--- src/rtl/theta_col_controller_pkg.sv ---
// Shared definitions for the theta column controller: default geometry,
// FSM state encoding and the slice bit-position mapping.
package theta_col_controller_pkg;

    localparam int N_DEF      = 25;
    localparam int DEPTH_DEF  = 64;
    localparam int ADDR_W_DEF = 6;

    typedef enum logic [2:0] {
        ST_IDLE = 3'd0,
        ST_PRE  = 3'd1,
        ST_FILL = 3'd2,
        ST_RUN  = 3'd3,
        ST_DONE = 3'd4
    } state_t;

    // Bit (x,y) of an n-bit slice sits at position n-1-(5y+x).
    function automatic int bit_pos(input int n, input int x, input int y);
        return n - 1 - (5 * y + x);
    endfunction

endpackage

--- src/rtl/theta_slice.sv ---
// Combinational theta on one 25-bit slice: five column parities of the
// incoming slice (Ccur) plus the column-mix using the previous slice's
// parities (Cprev).
module theta_slice
    import theta_col_controller_pkg::*;
#(
    parameter int N = N_DEF
) (
    input  logic [N-1:0] slice_in,
    input  logic [4:0]   cprev,
    output logic [N-1:0] slice_out,
    output logic [4:0]   ccur
);

    // Column parity reductions: C[x] = XOR over y of bit(x,y).
    always_comb begin
        ccur = '0;
        for (int x = 0; x < 5; x++) begin
            for (int y = 0; y < 5; y++) begin
                ccur[x] = ccur[x] ^ slice_in[bit_pos(N, x, y)];
            end
        end
    end

    // Each bit picks up the left neighbour column of this slice and the
    // right neighbour column of the previous slice.
    always_comb begin
        slice_out = slice_in;
        for (int x = 0; x < 5; x++) begin
            for (int y = 0; y < 5; y++) begin
                slice_out[bit_pos(N, x, y)] = slice_in[bit_pos(N, x, y)]
                                            ^ ccur[(x + 4) % 5]
                                            ^ cprev[(x + 1) % 5];
            end
        end
    end

endmodule

--- src/rtl/theta_col_controller.sv ---
// Theta step sequencer: streams slices DEPTH-1, 0..DEPTH-1 from a 1-cycle
// synchronous slice memory, carries the previous slice's column parities
// and writes each theta-applied slice to a separate write port.
// Optional build macro THETA_BYPASS_EN adds a 'bypass' input (sampled at
// start accept) that writes slices back unchanged with identical timing.
module theta_col_controller
    import theta_col_controller_pkg::*;
#(
    parameter int N      = N_DEF,
    parameter int DEPTH  = DEPTH_DEF,
    parameter int ADDR_W = ADDR_W_DEF
) (
    input  logic              clk,
    input  logic              rst,
    input  logic              start,
`ifdef THETA_BYPASS_EN
    input  logic              bypass,
`endif
    output logic              ready,
    output logic              mem_rd_en,
    output logic [ADDR_W-1:0] mem_rd_addr,
    input  logic [N-1:0]      mem_rd_data,
    output logic              mem_wr_en,
    output logic [ADDR_W-1:0] mem_wr_addr,
    output logic [N-1:0]      mem_wr_data,
    output logic              done
);

    localparam logic [ADDR_W-1:0] LAST_A = ADDR_W'(DEPTH - 1);
    localparam logic [ADDR_W:0]   LAST_W = (ADDR_W + 1)'(DEPTH - 1);

    state_t            state;
    logic [ADDR_W-1:0] z_p0;        // index of the slice arriving on mem_rd_data
    logic [4:0]        cprev_p1;    // parities of slice (z-1) mod DEPTH
    logic [4:0]        ccur_p0;
    logic [N-1:0]      theta_p0;
    logic [N-1:0]      wr_data_p0;
    logic [ADDR_W:0]   rd_next;

    theta_slice #(.N(N)) u_slice (
        .slice_in  (mem_rd_data),
        .cprev     (cprev_p1),
        .slice_out (theta_p0),
        .ccur      (ccur_p0)
    );

    // Read address two slices ahead of the one arriving now.
    always_comb begin
        rd_next = {1'b0, z_p0} + (ADDR_W + 1)'(2);
    end

`ifdef THETA_BYPASS_EN
    logic bypass_q;

    // Bypass selects the raw read slice instead of the theta result.
    always_comb begin
        wr_data_p0 = bypass_q ? mem_rd_data : theta_p0;
    end
`else
    // Theta result always goes to the write port.
    always_comb begin
        wr_data_p0 = theta_p0;
    end
`endif

    // Sequencer FSM with registered strobes, addresses and write data.
    always_ff @(posedge clk or posedge rst) begin
        if (rst) begin
            state       <= ST_IDLE;
            ready       <= 1'b1;
            done        <= 1'b0;
            mem_rd_en   <= 1'b0;
            mem_rd_addr <= '0;
            mem_wr_en   <= 1'b0;
            mem_wr_addr <= '0;
            mem_wr_data <= '0;
            cprev_p1    <= '0;
            z_p0        <= '0;
`ifdef THETA_BYPASS_EN
            bypass_q    <= 1'b0;
`endif
        end else begin
            done      <= 1'b0;
            mem_wr_en <= 1'b0;
            case (state)
                ST_IDLE: begin
                    ready <= 1'b1;
                    if (start) begin
                        ready       <= 1'b0;
                        mem_rd_en   <= 1'b1;
                        mem_rd_addr <= LAST_A;
`ifdef THETA_BYPASS_EN
                        bypass_q    <= bypass;
`endif
                        state       <= ST_PRE;
                    end
                end
                ST_PRE: begin
                    mem_rd_addr <= '0;
                    state       <= ST_FILL;
                end
                ST_FILL: begin
                    // Slice DEPTH-1 arrives: its parities are the z-1 term of slice 0.
                    cprev_p1    <= ccur_p0;
                    mem_rd_addr <= ADDR_W'(1);
                    z_p0        <= '0;
                    state       <= ST_RUN;
                end
                ST_RUN: begin
                    mem_wr_en   <= 1'b1;
                    mem_wr_addr <= z_p0;
                    mem_wr_data <= wr_data_p0;
                    cprev_p1    <= ccur_p0;
                    if (rd_next <= LAST_W) begin
                        mem_rd_addr <= rd_next[ADDR_W-1:0];
                    end else begin
                        mem_rd_en <= 1'b0;
                    end
                    if (z_p0 == LAST_A) begin
                        z_p0  <= '0;
                        state <= ST_DONE;
                    end else begin
                        z_p0 <= z_p0 + 1'b1;
                    end
                end
                ST_DONE: begin
                    done  <= 1'b1;
                    ready <= 1'b1;
                    state <= ST_IDLE;
                end
                default: begin
                    state <= ST_IDLE;
                end
            endcase
        end
    end

endmodule

--- config.mk ---
export PLATFORM = sky130hd
export DESIGN_NAME = theta_col_controller
export DESIGN_NICKNAME = d
export VERILOG_FILES = /design/src/rtl/theta_col_controller_pkg.sv /design/src/rtl/theta_slice.sv /design/src/rtl/theta_col_controller.sv
export SDC_FILE = /design/constraint.sdc
export NUM_CORES = 1
export LEC_CHECK = 0
export CAP_MARGIN = 20
export CORE_MARGIN = 2
export CORE_UTILIZATION = 65
export CTS_BUF_LIST = sky130_fd_sc_hd__clkbuf_4 sky130_fd_sc_hd__clkbuf_8
export CTS_CLUSTER_SIZE = 10
export DETAILED_ROUTE_END_ITERATION = 8
export DONT_BUFFER_PORTS = 1
export PLACE_DENSITY = 0.92
export SLEW_MARGIN = 25
export SYNTH_ARGS = -nofsm -noshare
export SYNTH_HDL_FRONTEND = slang
export SYNTH_SLANG_ARGS = --single-unit
--- constraint.sdc ---
create_clock -name clk -period 2.6 [get_ports clk]
set_input_delay 0.52 -clock clk [delete_from_list [all_inputs] [get_ports clk]]
set_output_delay 0.52 -clock clk [all_outputs]
set_load 0.01 [all_outputs]
# Word level (Yosys, flattened, before mapping)
# Index checks and enable logic that the tools add are counted.
# totals
inputBits	28
word_cells	116
ff_bits	55
# op_classes
n_addsub	2
n_reduce_logical	9
n_lt_le_gt_ge	1
mux	15
n_eq_ne	9
n_bitwise	70
# op_table
op	count
1-bit bitwise XOR	70
6-bit one-hot mux with 4 select lines	1
6-bit 2-to-1 mux	3
3-bit one-hot mux with 4 select lines	1
6-bit one-hot mux with 2 select lines	1
2-bit inequality test, second input constant	4
6-bit by 2-bit adder with 7-bit output, second input constant	1
7-bit by 6-bit <= comparator with 1-bit output, second input constant	1
6-bit by 1-bit adder with 6-bit output, second input constant	1
3-bit by 2-bit equality test with 1-bit output, second input constant	2
6-bit equality test, second input constant	1
3-bit 2-to-1 mux	2
3-bit AND reduction	2
2-bit nonzero test	3
1-bit 2-to-1 mux	5
1-bit one-hot mux with 2 select lines	2
4-bit nonzero test	1
3-bit by 1-bit equality test with 1-bit output, second input constant	1
3-bit equality test, second input constant	1
3-bit logical NOT	1
2-bit AND reduction	1
2-bit OR reduction	1

# Depth between registers and ports, before layout
# Gate-level depths: netlist of run 1.
# depth
word_depth	6
ltp_mapped	7

# Cells and area by module
# From an unflattened synthesis of run 1, not the netlist that was laid out.
# hier_totals
cells_unflattened	290
hier_area_um2	3037.9
# by_module_without_submodules
mod	area_per_inst_um2	instances	seq_area_each_um2	cells_each
theta_col_controller	2424.8	1	1377.6	243
theta_slice	613.1	1	0.0	47

# Worst setup path before layout of run 1
# OpenSTA, ideal clock, no wires.
# synth_path
kind	register to register
start	reg z_p0[1]
end	reg mem_rd_addr[1]
n_path_buf	0
slack_ns	0.741
arrival_time_ns	1.795
synth_period_minus_slack_ns	1.859
setup_ns	0.065
path_stages_with_launch	8
cell_sequence	dfrtp_1 > inv_1 > ha_1 > nor4bb_1 > o21ai_0 > o211ai_1 > o311a_1 > o22a_1
# synth_between
elab_chain_len	4
word_cells_on_any_way	6
cone_classes	add/sub (1); order compare (1); eq/ne (1); mux (2); reduce/logical (1)
# synth_lines
element	line_no	text
start, declared	theta_col_controller.sv:33	logic [ADDR_W-1:0] z_p0;
start signal, assigned	theta_col_controller.sv:123	z_p0 <= z_p0 + 1'b1;
6-bit by 2-bit adder with 7-bit output *	theta_col_controller.sv:49	rd_next = {1'b0, z_p0} + (ADDR_W + 1)'(2);
7-bit by 6-bit <= comparator with 1-bit output	theta_col_controller.sv:114	if (rd_next <= LAST_W) begin
2-bit inequality test (no source line)	n/a	
3-bit AND reduction (no source line)	n/a	
end signal, assigned	theta_col_controller.sv:115	mem_rd_addr <= rd_next[ADDR_W-1:0];
end, declared	theta_col_controller.sv:21	output logic [ADDR_W-1:0] mem_rd_addr,
# Mark *: on every way between the ends. The rest lies on a longest branch, timed or not. The select of a mux whose other input is x is not followed.
# A chain may end at the register's enable or synchronous reset.

# Final worst setup path of run 1
# layout_path
start	reg z_p0[1]
end	reg mem_rd_addr[4]
# Same word-level chain as after synthesis.

==> run_results.csv, run 1 <==
group,metric,value,unit
outcome,outcome,"finished, final reports clean",
timing,grt_setup_unrepaired,"no",
pwr,p_leak,1.35,nW
clock_network,cts-resized-gates,0,
worst_setup_path,cp_cell_sequence,"inv_1 > ha_1 > nor4bb_1 > o21ai_0 > o211ai_1 > o311a_1 > o22a_1",
clock_network,insertion_delay,310,ps
worst_setup_path,start_kind,"register",
global_route,grt_pass1_wl,8470,µm
placed_design,placedCellCount,290,
clock_network,cts_hold_buffers,0,
route,firstDrtPassIters,4,
pwr,p_switching,1.27,mW
timing,final_max_slew_viol_count,0,
pwr,p_sw_frac,0.385,
worst_setup_path,cp.arrival,2420,ps
worst_setup_path,critical_path_required,2850,ps
floorplan,die_h,70.1,µm
synthesis,avgSynthCellArea,11.6,µm²
synthesis,netlist_area,2840,µm²
timing,tightestPinTransition,473,ps
clock_network,cts_setup_buffers,0,
clock_network,clock_sinks,55,
route,drt_iter0_markers,175,
timing,clock_skew,5.82,ps
global_route,track_usage,0.224,
floorplan,die_w,70.1,µm
clock_network,h-tree-depth,2,
timing,hold_slack,74.4,ps
global_route,antenna_found_initial,0,
timing,fmax,460,MHz
cells_and_area,antennaDiodeCount,0,
cells_and_area,drive_gt1_frac,0.203,
synthesis,netlist_instances,245,
synthesis,ys_ff_latch,55,
synthesis,ys.warnings.count,0,
pwr,seq_power_share,0.523,
floorplan,num_rows,24,
route,routed_wl,5140,µm
pwr,power.density,1110,nW/µm²
clock_network,cts_made_buffers,5,
synthesis,syn_nets,277,
worst_setup_path,path_buf_inv,1,
pwr,combPwrFrac,0.334,
cells_and_area,fin_nets,277,
worst_setup_path,worst_setup_path_end_kind,"register",
route,wl_per_cell,17.3,µm
synthesis,synth.distinct_cells,35,
worst_setup_path,slowest_delay,510,ps
placed_design,gp_congestion,0.874,
clock_network,cts_tree,"done",
clock_network,cts_root_buf,"clkbuf_8",
hold_path,hold_class,"input port to async pin",
route,drtAntennaViolNets,0,
route,drcViolationCount,0,
worst_setup_path,crit_type,"register to register",
route,vias,1750,
floorplan,coreArea,4260,µm²
pwr,max-vdd-ir-drop,0.000569,V
route,vias_per_cell,5.87,
worst_setup_path,cp_slowest_cell,"dfrtp_1",
placed_design,place_hpwl,3860,µm
worst_setup_path,crit_family,"compound AO/OA/AOI/OAI gates",
timing,finalSetupTns,0,ps
pwr,clkPwrFrac,0.143,
timing,fin_crit_sh,0.837,
cells_and_area,fin_util,0.697,
timing,period_needed,2180,ps
cells_and_area,instances_no_fill,298,
global_route,grt_overflow,0,
synthesis,yosysSeqAreaShare,0.485,
global_route,grt_max_degree,37,
global_route,grt_pass1_vias,1794,
worst_setup_path,cp_max_fo,10,
timing,setup_viol_count_final,0,
timing,slew_headroom,0.684,
cells_and_area,area_delta_synth_final,4.72,%
pwr,total_power,3.30,mW
floorplan,initial_core_util,0.665,
run,maxCapViolCount,0,
floorplan,pin_count,69,
floorplan,die_area,4910,µm²
timing,hold_viol_final,0,
pwr,intPower,2.03,mW
placed_design,port_buffers,0,
clock_network,clockBufferDepth,2,
clock_network,path_clk_slew,90,ps
## power by group through the flow
stage	clock [mW]	combinational [mW]	sequential, mW
floorplan	0	1.01	1.59
finish	0.474	1.10	1.73
CTS	0.489	1.12	1.74
global placement	0	1.04	1.73
global route	0.516	1.23	1.78
detailed placement	0	1.11	1.76
## synthesized netlist by cell type
cell	n	area, µm²
buf_2	4	20.0
and3b_1	1	8.76
o311a_1	2	20.0
nand4_1	1	6.26
nor3_1	1	5.00
nand3b_1	1	7.51
nand2_1	32	120
ha_1	4	50.1
o22a_1	5	43.8
a21boi_0	1	7.51
nand3_1	5	25.0
dfstp_2	1	26.3
o22ai_1	1	6.26
inv_1	5	18.8
nor4bb_1	1	10.0
nand4b_1	1	8.76
clkbuf_1	6	22.5
or3_1	1	6.26
o21a_1	3	22.5
o21ai_0	16	80.1
nor2_1	16	60.1
and3_1	2	12.5
xor2_1	26	228
xnor2_2	10	163
dfrtp_1	54	1350
a21oi_1	3	15.0
xnor2_1	7	61.3
inv_2	1	3.75
xnor3_2	1	23.8
xnor3_1	4	90.1
o211ai_1	1	7.51
mux2_2	24	270
mux2_4	1	15.0
o31ai_1	2	15.0
and2_0	1	6.26
## stage by stage
stage	setup WS, ps	area (µm²)
after global placement	602	2880
after global routing	299	2970
after floorplan	739	2840
final	424	2970
after CTS	436	2970
after detailed placement	459	2880
## placed cells by master, fill, tap and decap left out, types with 2 or more instances in the layout
master,n
dfrtp_1,54
nand2_1,32
xor2_1,26
mux2_2,24
o21ai_0,16
nor2_1,16
xnor2_2,10
xnor2_1,7
nand3_1,5
o22a_1,5
clkbuf_8,5
inv_1,4
xnor3_1,4
ha_1,4
a21oi_1,3
o21a_1,3
buf_4,3
inv_2,2
and3_1,2
o31ai_1,2
o311a_1,2
clkbuf_4,2
## logic make-up (layout without fill, tap and decap cells)
| family | after synthesis | in the layout | synth area share |
|---|---|---|---|
| AO/OA/AOI/OAI | 34 | 34 | 0.0767 |
| XOR/XNOR | 48 | 48 | 0.199 |
| adder cells (fa/ha/maj) | 4 | 4 | 0.0176 |
| buffers and inverters | 16 | 17 | 0.0229 |
| flip-flops | 55 | 55 | 0.485 |
| multiplexers | 25 | 25 | 0.101 |
| AND/OR/NAND/NOR | 63 | 63 | 0.0974 |
## per-layer routing
metal / up-vias / part of all wire / GRT usage
met5: - / 0 / 0
li1: 827 / - / -
met4: 0 / 0.029 / 0.0962
met3: 15 / 0.074 / 0.0866
met1: 844 / 0.37 / 0.262
met2: 64 / 0.53 / 0.370
## worst paths after layout
| path | start | endpoint | slack [ps] | cells after the start |
|---|---|---|---|---|
| max | z_p0[1]$_DFFE_PP0N_ | mem_rd_addr[4]$_DFFE_PP0P_ | 420 | 7 |
| min | rst | mem_wr_en$_DFF_PP0_ | 70 | 1 |
| max reg2reg | z_p0[1]$_DFFE_PP0N_ | mem_rd_addr[4]$_DFFE_PP0P_ | 420 | 7 |
| min reg2reg | state[2]$_DFFE_PP0P_ | state[0]$_DFFE_PP0P_ | 470 | 1 |
| max in group asynchronous | rst | mem_wr_data[12]$_DFFE_PP0P_ | 1730 | 2 |
| min in group clk | start | ready$_DFFE_PP1P_ | 420 | 2 |
## registers in the layout, summed over array words and instances, names as in the netlist
signal and count:
z_p0 6, mem_rd_en 1, done 1, cprev_p1 5, ready 1, mem_wr_en 1, mem_wr_data 25, state 3
mem_wr_addr 6, mem_rd_addr 6
## area by class of cell
class | count | area, µm²
multi-input cells | 174 | 1400
well taps | 52 | 65.1
clock buffers | 7 | 83.8
inverters | 6 | 22.5
fillers | 316 | 1290
flip-flops and latches | 55 | 1380
repair buffers | 3 | 22.5
clock inverters | 1 | 5.00
Power figures use the tool's default switching activity.
==> run 2, diff against run 1 <==
--- a/config.mk
+++ b/config.mk
@@ -7,12 +7,12 @@
 export LEC_CHECK = 0
 export CAP_MARGIN = 20
 export CORE_MARGIN = 2
-export CORE_UTILIZATION = 65
+export CORE_UTILIZATION = 59
 export CTS_BUF_LIST = sky130_fd_sc_hd__clkbuf_4 sky130_fd_sc_hd__clkbuf_8
 export CTS_CLUSTER_SIZE = 10
 export DETAILED_ROUTE_END_ITERATION = 8
 export DONT_BUFFER_PORTS = 1
-export PLACE_DENSITY = 0.92
+export PLACE_DENSITY = 0.89
 export SLEW_MARGIN = 25
 export SYNTH_ARGS = -nofsm -noshare
 export SYNTH_HDL_FRONTEND = slang
==> constraint.sdc (replaced) <==
create_clock -name clk -period 1.8 [get_ports clk]
set_input_delay 0.36 -clock clk [delete_from_list [all_inputs] [get_ports clk]]
set_output_delay 0.36 -clock clk [all_outputs]
set_load 0.01 [all_outputs]
==> run_results.csv, run 2 (same netlist as run 1, synthesis figures left out) <==
group,metric,value,unit
route,drtAntennaViolNets,0,
worst_setup_path,cp.arrival,2070,ps
route,vias_per_cell,5.67,
route,firstDrtPassIters,4,
timing,grt_setup_unrepaired,"yes",
pwr,clkPwrFrac,0.130,
placed_design,place_hpwl,3880,µm
hold_path,hold_class,"input port to register",
hold_path,hp-start,"start",
timing,clock_skew,5.92,ps
global_route,grt_pass1_vias,1933,
global_route,antenna_found_initial,0,
clock_network,path_clk_slew,90,ps
pwr,seq_power_share,0.472,
worst_setup_path,rr_startpoint,"z_p0[2]$_DFFE_PP0N_",
global_route,grt_max_degree,24,
pwr,p_sw_frac,0.379,
worst_setup_path,crit_type,"register to register",
placed_design,dp_slack,-107,ps
clock_network,cts_root_buf,"clkbuf_8",
global_route,grt_overflow,0,
route,routed_wl,5520,µm
placed_design,gp_congestion,0.817,
cells_and_area,fin_nets,299,
cells_and_area,area_delta_synth_final,13.2,%
pwr,p_leak,1.45,nW
pwr,intPower,3.24,mW
worst_setup_path,worst_setup_path_end_kind,"register",
run,maxCapViolCount,0,
hold_path,hold_path_end,"ready$_DFFE_PP1P_",
pwr,combPwrFrac,0.398,
cells_and_area,largest_reg_flops,25,
timing,finalSetupTns,-105,ps
global_route,grt_pass1_wl,8870,µm
timing,period_needed,1830,ps
timing,fmax,548,MHz
timing,tightestPinTransition,501,ps
floorplan,die_w,73.4,µm
floorplan,pin_count,69,
cells_and_area,instances_no_fill,322,
floorplan,num_rows,25,
hold_path,hold_depth,2,
clock_network,h-tree-depth,2,
outcome,violations,"negative setup slack",
route,drcViolationCount,0,
timing,final_max_slew_viol_count,0,
timing,setup_ws,-26.2,ps
clock_network,clockBufferDepth,2,
clock_network,cts_tree,"done",
placed_design,port_buffers,0,
floorplan,die_h,73.4,µm
worst_setup_path,slowest_delay,460,ps
timing,hold_viol_final,0,
route,wl_per_cell,17.1,µm
pwr,max-vdd-ir-drop,0.000804,V
clock_network,insertion_delay,300,ps
worst_setup_path,start_kind,"register",
floorplan,coreArea,4690,µm²
route,drt_iter0_markers,91,
global_route,track_usage,0.217,
worst_setup_path,crit_path_frequent_cell,"buf_4",
timing,setup_viol_count_final,5,
worst_setup_path,cp_max_fo,6,
worst_setup_path,critical_path_required,2040,ps
clock_network,cts_made_buffers,5,
cells_and_area,antennaDiodeCount,0,
outcome,outcome,"finished with violations",
cells_and_area,top_register,"mem_wr_data",
timing,fin_crit_sh,1.01,
worst_setup_path,worst-r2r-setup-slack,-30,ps
worst_setup_path,reg2regPathDepth,7,
cells_and_area,final_cell_mix,"dfrtp_1 (52), nand2_1 (31), xor2_1 (26), mux2_2 (24), buf_4 (23)",
cells_and_area,drive_gt1_frac,0.302,
worst_setup_path,cp_cell_sequence,"buf_4 > buf_4 > a21boi_0 > o21ai_1 > o211ai_1 > o311a_1 > o22a_1",
floorplan,die_area,5380,µm²
timing,slew_headroom,0.665,
worst_setup_path,worstReg2RegEnd,"mem_rd_addr[1]$_DFFE_PP0P_",
route,vias,1827,
clock_network,clock_sinks,55,
worst_setup_path,cp_slowest_cell,"dfrtp_2",
cells_and_area,final_common_cell,"dfrtp_1",
pwr,power.density,1620,nW/µm²
timing,hold_slack,262,ps
placed_design,placedCellCount,310,
floorplan,initial_core_util,0.605,
pwr,p_switching,1.97,mW
run 2: worst max-delay path: cells and delay by family (launching register included):
family          cells  cell delay (ps)
buf+inv             2              310
compound gates      5             1000
flops               1              460
run 2: power groups by stage:
stage / clock, mW / combinational, mW / sequential (mW)
3_3_place_gp: 0 / 1.80 / 2.42
3_5_place_dp: 0 / 1.89 / 2.46
2_1_floorplan: 0 / 1.45 / 2.30
5_1_grt: 0.762 / 2.26 / 2.53
4_1_cts: 0.699 / 2.02 / 2.45
6_report: 0.678 / 2.07 / 2.46
run 2: repair_timing:
| item | CTS | global route |
|---|---|---|
| setup endpoints to repair | 6 | 9 |
| pin swaps | 4 | 9 |
| cloned | 0 | 0 |
| hold endpoints to repair | 19 | 0 |
| hold buffers | 1 | 0 |
| buffers inserted | 3 | 0 |
| gates resized for setup | 9 | 8 |
run 2: final cells by class:
class / instances / area (µm²)
fillers: 345 / 1480
multi-input cells: 174 / 1450
flip-flops and latches: 55 / 1380
repair buffers: 25 / 194
clock buffers: 7 / 83.8
well taps: 54 / 67.6
inverters: 6 / 28.8
clock inverters: 1 / 5.00
run 2: worst max path at each step:
stage / from / endpoint / slack [ps] / cells past startpoint
after detailed placement: z_p0[1]$_DFFE_PP0N_ / mem_rd_addr[3]$_DFFE_PP0P_ / -110 / 9
after global placement: z_p0[1]$_DFFE_PP0N_ / mem_rd_addr[5]$_DFFE_PP0P_ / -8 / 8
after CTS: z_p0[1]$_DFFE_PP0N_ / mem_rd_addr[3]$_DFFE_PP0P_ / -20 / 8
final: z_p0[2]$_DFFE_PP0N_ / mem_rd_addr[1]$_DFFE_PP0P_ / -30 / 7
after global routing: z_p0[1]$_DFFE_PP0N_ / mem_rd_addr[5]$_DFFE_PP0P_ / -90 / 7
after floorplan: z_p0[1]$_DFFE_PP0N_ / mem_rd_addr[1]$_DFFE_PP0P_ / 8 / 6
run 2: through the flow:
stage / area, µm² / util / total power [mW]
global route: 3210 / 0.685 / 5.55
detailed placement: 3030 / 0.645 / 4.35
CTS: 3180 / 0.678 / 5.16
floorplan: 2840 / - / 3.75
global placement: 3030 / 0.645 / 4.22
finish: 3210 / 0.685 / 5.21
run 2: per-layer routing:
layer,global-route usage,share of wire
met5,0,0
met4,0.0687,0.011
met3,0.0508,0.049
met2,0.396,0.54
met1,0.249,0.40
==> run 3, diff against run 2 <==
--- a/config.mk
+++ b/config.mk
@@ -6,13 +6,17 @@
 export NUM_CORES = 1
 export LEC_CHECK = 0
 export CAP_MARGIN = 20
+export CELL_PAD_IN_SITES_DETAIL_PLACEMENT = 1
+export CELL_PAD_IN_SITES_GLOBAL_PLACEMENT = 1
 export CORE_MARGIN = 2
-export CORE_UTILIZATION = 59
+export CORE_UTILIZATION = 46
 export CTS_BUF_LIST = sky130_fd_sc_hd__clkbuf_4 sky130_fd_sc_hd__clkbuf_8
 export CTS_CLUSTER_SIZE = 10
 export DETAILED_ROUTE_END_ITERATION = 8
 export DONT_BUFFER_PORTS = 1
-export PLACE_DENSITY = 0.89
+export PLACE_DENSITY = 0.88
+export RECOVER_POWER = 50
+export SKIP_CTS_REPAIR_TIMING = 1
 export SLEW_MARGIN = 25
 export SYNTH_ARGS = -nofsm -noshare
 export SYNTH_HDL_FRONTEND = slang
==> run_results.csv, run 3 (same netlist as run 1, synthesis figures left out) <==
group,metric,value,unit
timing,fmax,519,MHz
route,firstDrtPassIters,4,
pwr,p_leak,1.41,nW
timing,period_needed,1930,ps
pwr,total_power,5.16,mW
floorplan,die_h,82.5,µm
pwr,power.density,1630,nW/µm²
placed_design,placedCellCount,327,
timing,hold_viol_final,0,
worst_setup_path,cp.arrival,2190,ps
worst_setup_path,rr_startpoint,"z_p0[2]$_DFFE_PP0N_",
pwr,p_sw_frac,0.387,
timing,clock_skew,6.51,ps
cells_and_area,final_common_cell,"dfrtp_1",
cells_and_area,multiInputGateArea,1440,µm²
route,drtAntennaViolNets,0,
clock_network,insertion_delay,310,ps
placed_design,dp_slack,-155,ps
timing,grt_setup_unrepaired,"yes",
floorplan,pin_count,69,
clock_network,cts_tree,"done",
clock_network,clockBufferDepth,2,
worst_setup_path,cp_max_fo,6,
clock_network,cts_made_buffers,5,
timing,setup_viol_count_final,6,
floorplan,die_w,82.5,µm
timing,setup_ws,-126,ps
cells_and_area,drive_gt1_frac,0.259,
outcome,outcome,"finished with violations",
pwr,combPwrFrac,0.389,
worst_setup_path,worst-r2r-setup-slack,-130,ps
pwr,max-vdd-ir-drop,0.000714,V
floorplan,num_rows,28,
clock_network,cts_root_buf,"clkbuf_8",
route,wl_per_cell,18.3,µm
worst_setup_path,startpoint,"z_p0[2]$_DFFE_PP0N_",
route,drt_iter0_markers,85,
global_route,grt_overflow,0,
run,maxCapViolCount,0,
worst_setup_path,crit_type,"register to register",
placed_design,place_hpwl,4470,µm
clock_network,h-tree-depth,2,
global_route,grt_pass1_vias,1918,
route,drcViolationCount,0,
floorplan,initial_core_util,0.476,
timing,slew_headroom,0.105,
pwr,p_switching,2.00,mW
timing,final_max_slew_viol_count,0,
placed_design,port_buffers,0,
global_route,grt_pass1_wl,9830,µm
timing,fin_crit_sh,1.07,
outcome,violations,"negative setup slack",
global_route,grt_max_degree,31,
cells_and_area,antennaDiodeCount,0,
clock_network,path_clk_slew,100,ps
route,vias_per_cell,5.50,
timing,tightestPinTransition,1340,ps
worst_setup_path,start_kind,"register",
pwr,clkPwrFrac,0.140,
pwr,seq_power_share,0.471,
cells_and_area,instances_no_fill,334,
worst_setup_path,worst_setup_path_end_kind,"register",
timing,finalSetupTns,-579,ps
worst_setup_path,critical_path_required,2060,ps
floorplan,die_area,6810,µm²
cells_and_area,fin_nets,291,
hold_path,hold_class,"input port to async pin",
floorplan,coreArea,5960,µm²
cells_and_area,seq_area,1380,µm²
global_route,antenna_found_initial,0,
cells_and_area,final_cell_mix,"dfrtp_1 (53), nand2_1 (32), xor2_1 (26), mux2_2 (24), nor2_1 (16)",
clock_network,clock_sinks,55,
route,routed_wl,6110,µm
global_route,track_usage,0.194,
cells_and_area,largest_reg_flops,25,
cells_and_area,area_delta_synth_final,11.2,%
pwr,intPower,3.16,mW
cells_and_area,fillCellCount,637,
route,vias,1837,
placed_design,gp_congestion,0.833,
cells_and_area,top_register,"mem_wr_data",
## run 3: cell count changes in the layout (fill, tap and decap cells not counted), sizes merged
cell / change
buf: -10
clkbuf: +2
dlygate4sd3: -1
## run 3: power by group through the flow
| stage | clock, mW | sequential, mW | combinational [mW] |
|---|---|---|---|
| floorplan | 0 | 2.30 | 1.45 |
| global placement | 0 | 2.44 | 1.80 |
| detailed placement | 0 | 2.46 | 1.90 |
| CTS | 0.727 | 2.44 | 1.92 |
| global route | 0.776 | 2.53 | 2.24 |
| finish | 0.721 | 2.43 | 2.00 |
## run 3: path summary, 6_finish.rpt
| check | depth (start not counted) | end |
|---|---|---|
| max | 6 | mem_rd_addr[5]$_DFFE_PP0P_ |
| min | 1 | state[2]$_DFFE_PP0P_ |
| max reg2reg | 6 | mem_rd_addr[5]$_DFFE_PP0P_ |
| min reg2reg | 1 | state[0]$_DFFE_PP0P_ |
| max in group asynchronous | 2 | mem_wr_data[18]$_DFFE_PP0P_ |
| min in group clk | 2 | ready$_DFFE_PP1P_ |
## run 3: final cells by class
cell class / count / area share
repair buffers: 17 / 0.0424
clock inverters: 1 / 0.00159
clock buffers: 6 / 0.0262
multi-input cells: 174 / 0.456
well taps: 75 / 0.0297
inverters: 6 / 0.00753
flip-flops and latches: 55 / 0.437
## run 3: per-layer routing
metal / GRT usage / part of all wire / up-vias
met5: 0 / 0 / -
met2: 0.339 / 0.53 / 58
met3: 0.0587 / 0.071 / 5
li1: - / - / 854
met1: 0.233 / 0.38 / 920
met4: 0.0492 / 0.0097 / 0
## run 3: per-stage QoR
step	hold slack (ps)	area, µm²	util
floorplan	425	2840	-
global placement	357	3050	0.512
detailed placement	368	3050	0.512
CTS	25.3	3130	0.526
global route	252	3160	0.530
finish	204	3160	0.530
## run 3: worst max-delay path, cell delays in order, from the launching register on
cell,delay [ps]
dfrtp_1,440
ha_1,290
nand3b_1,140
o311a_1,310
o211ai_1,160
o311a_1,350
o22a_1,190
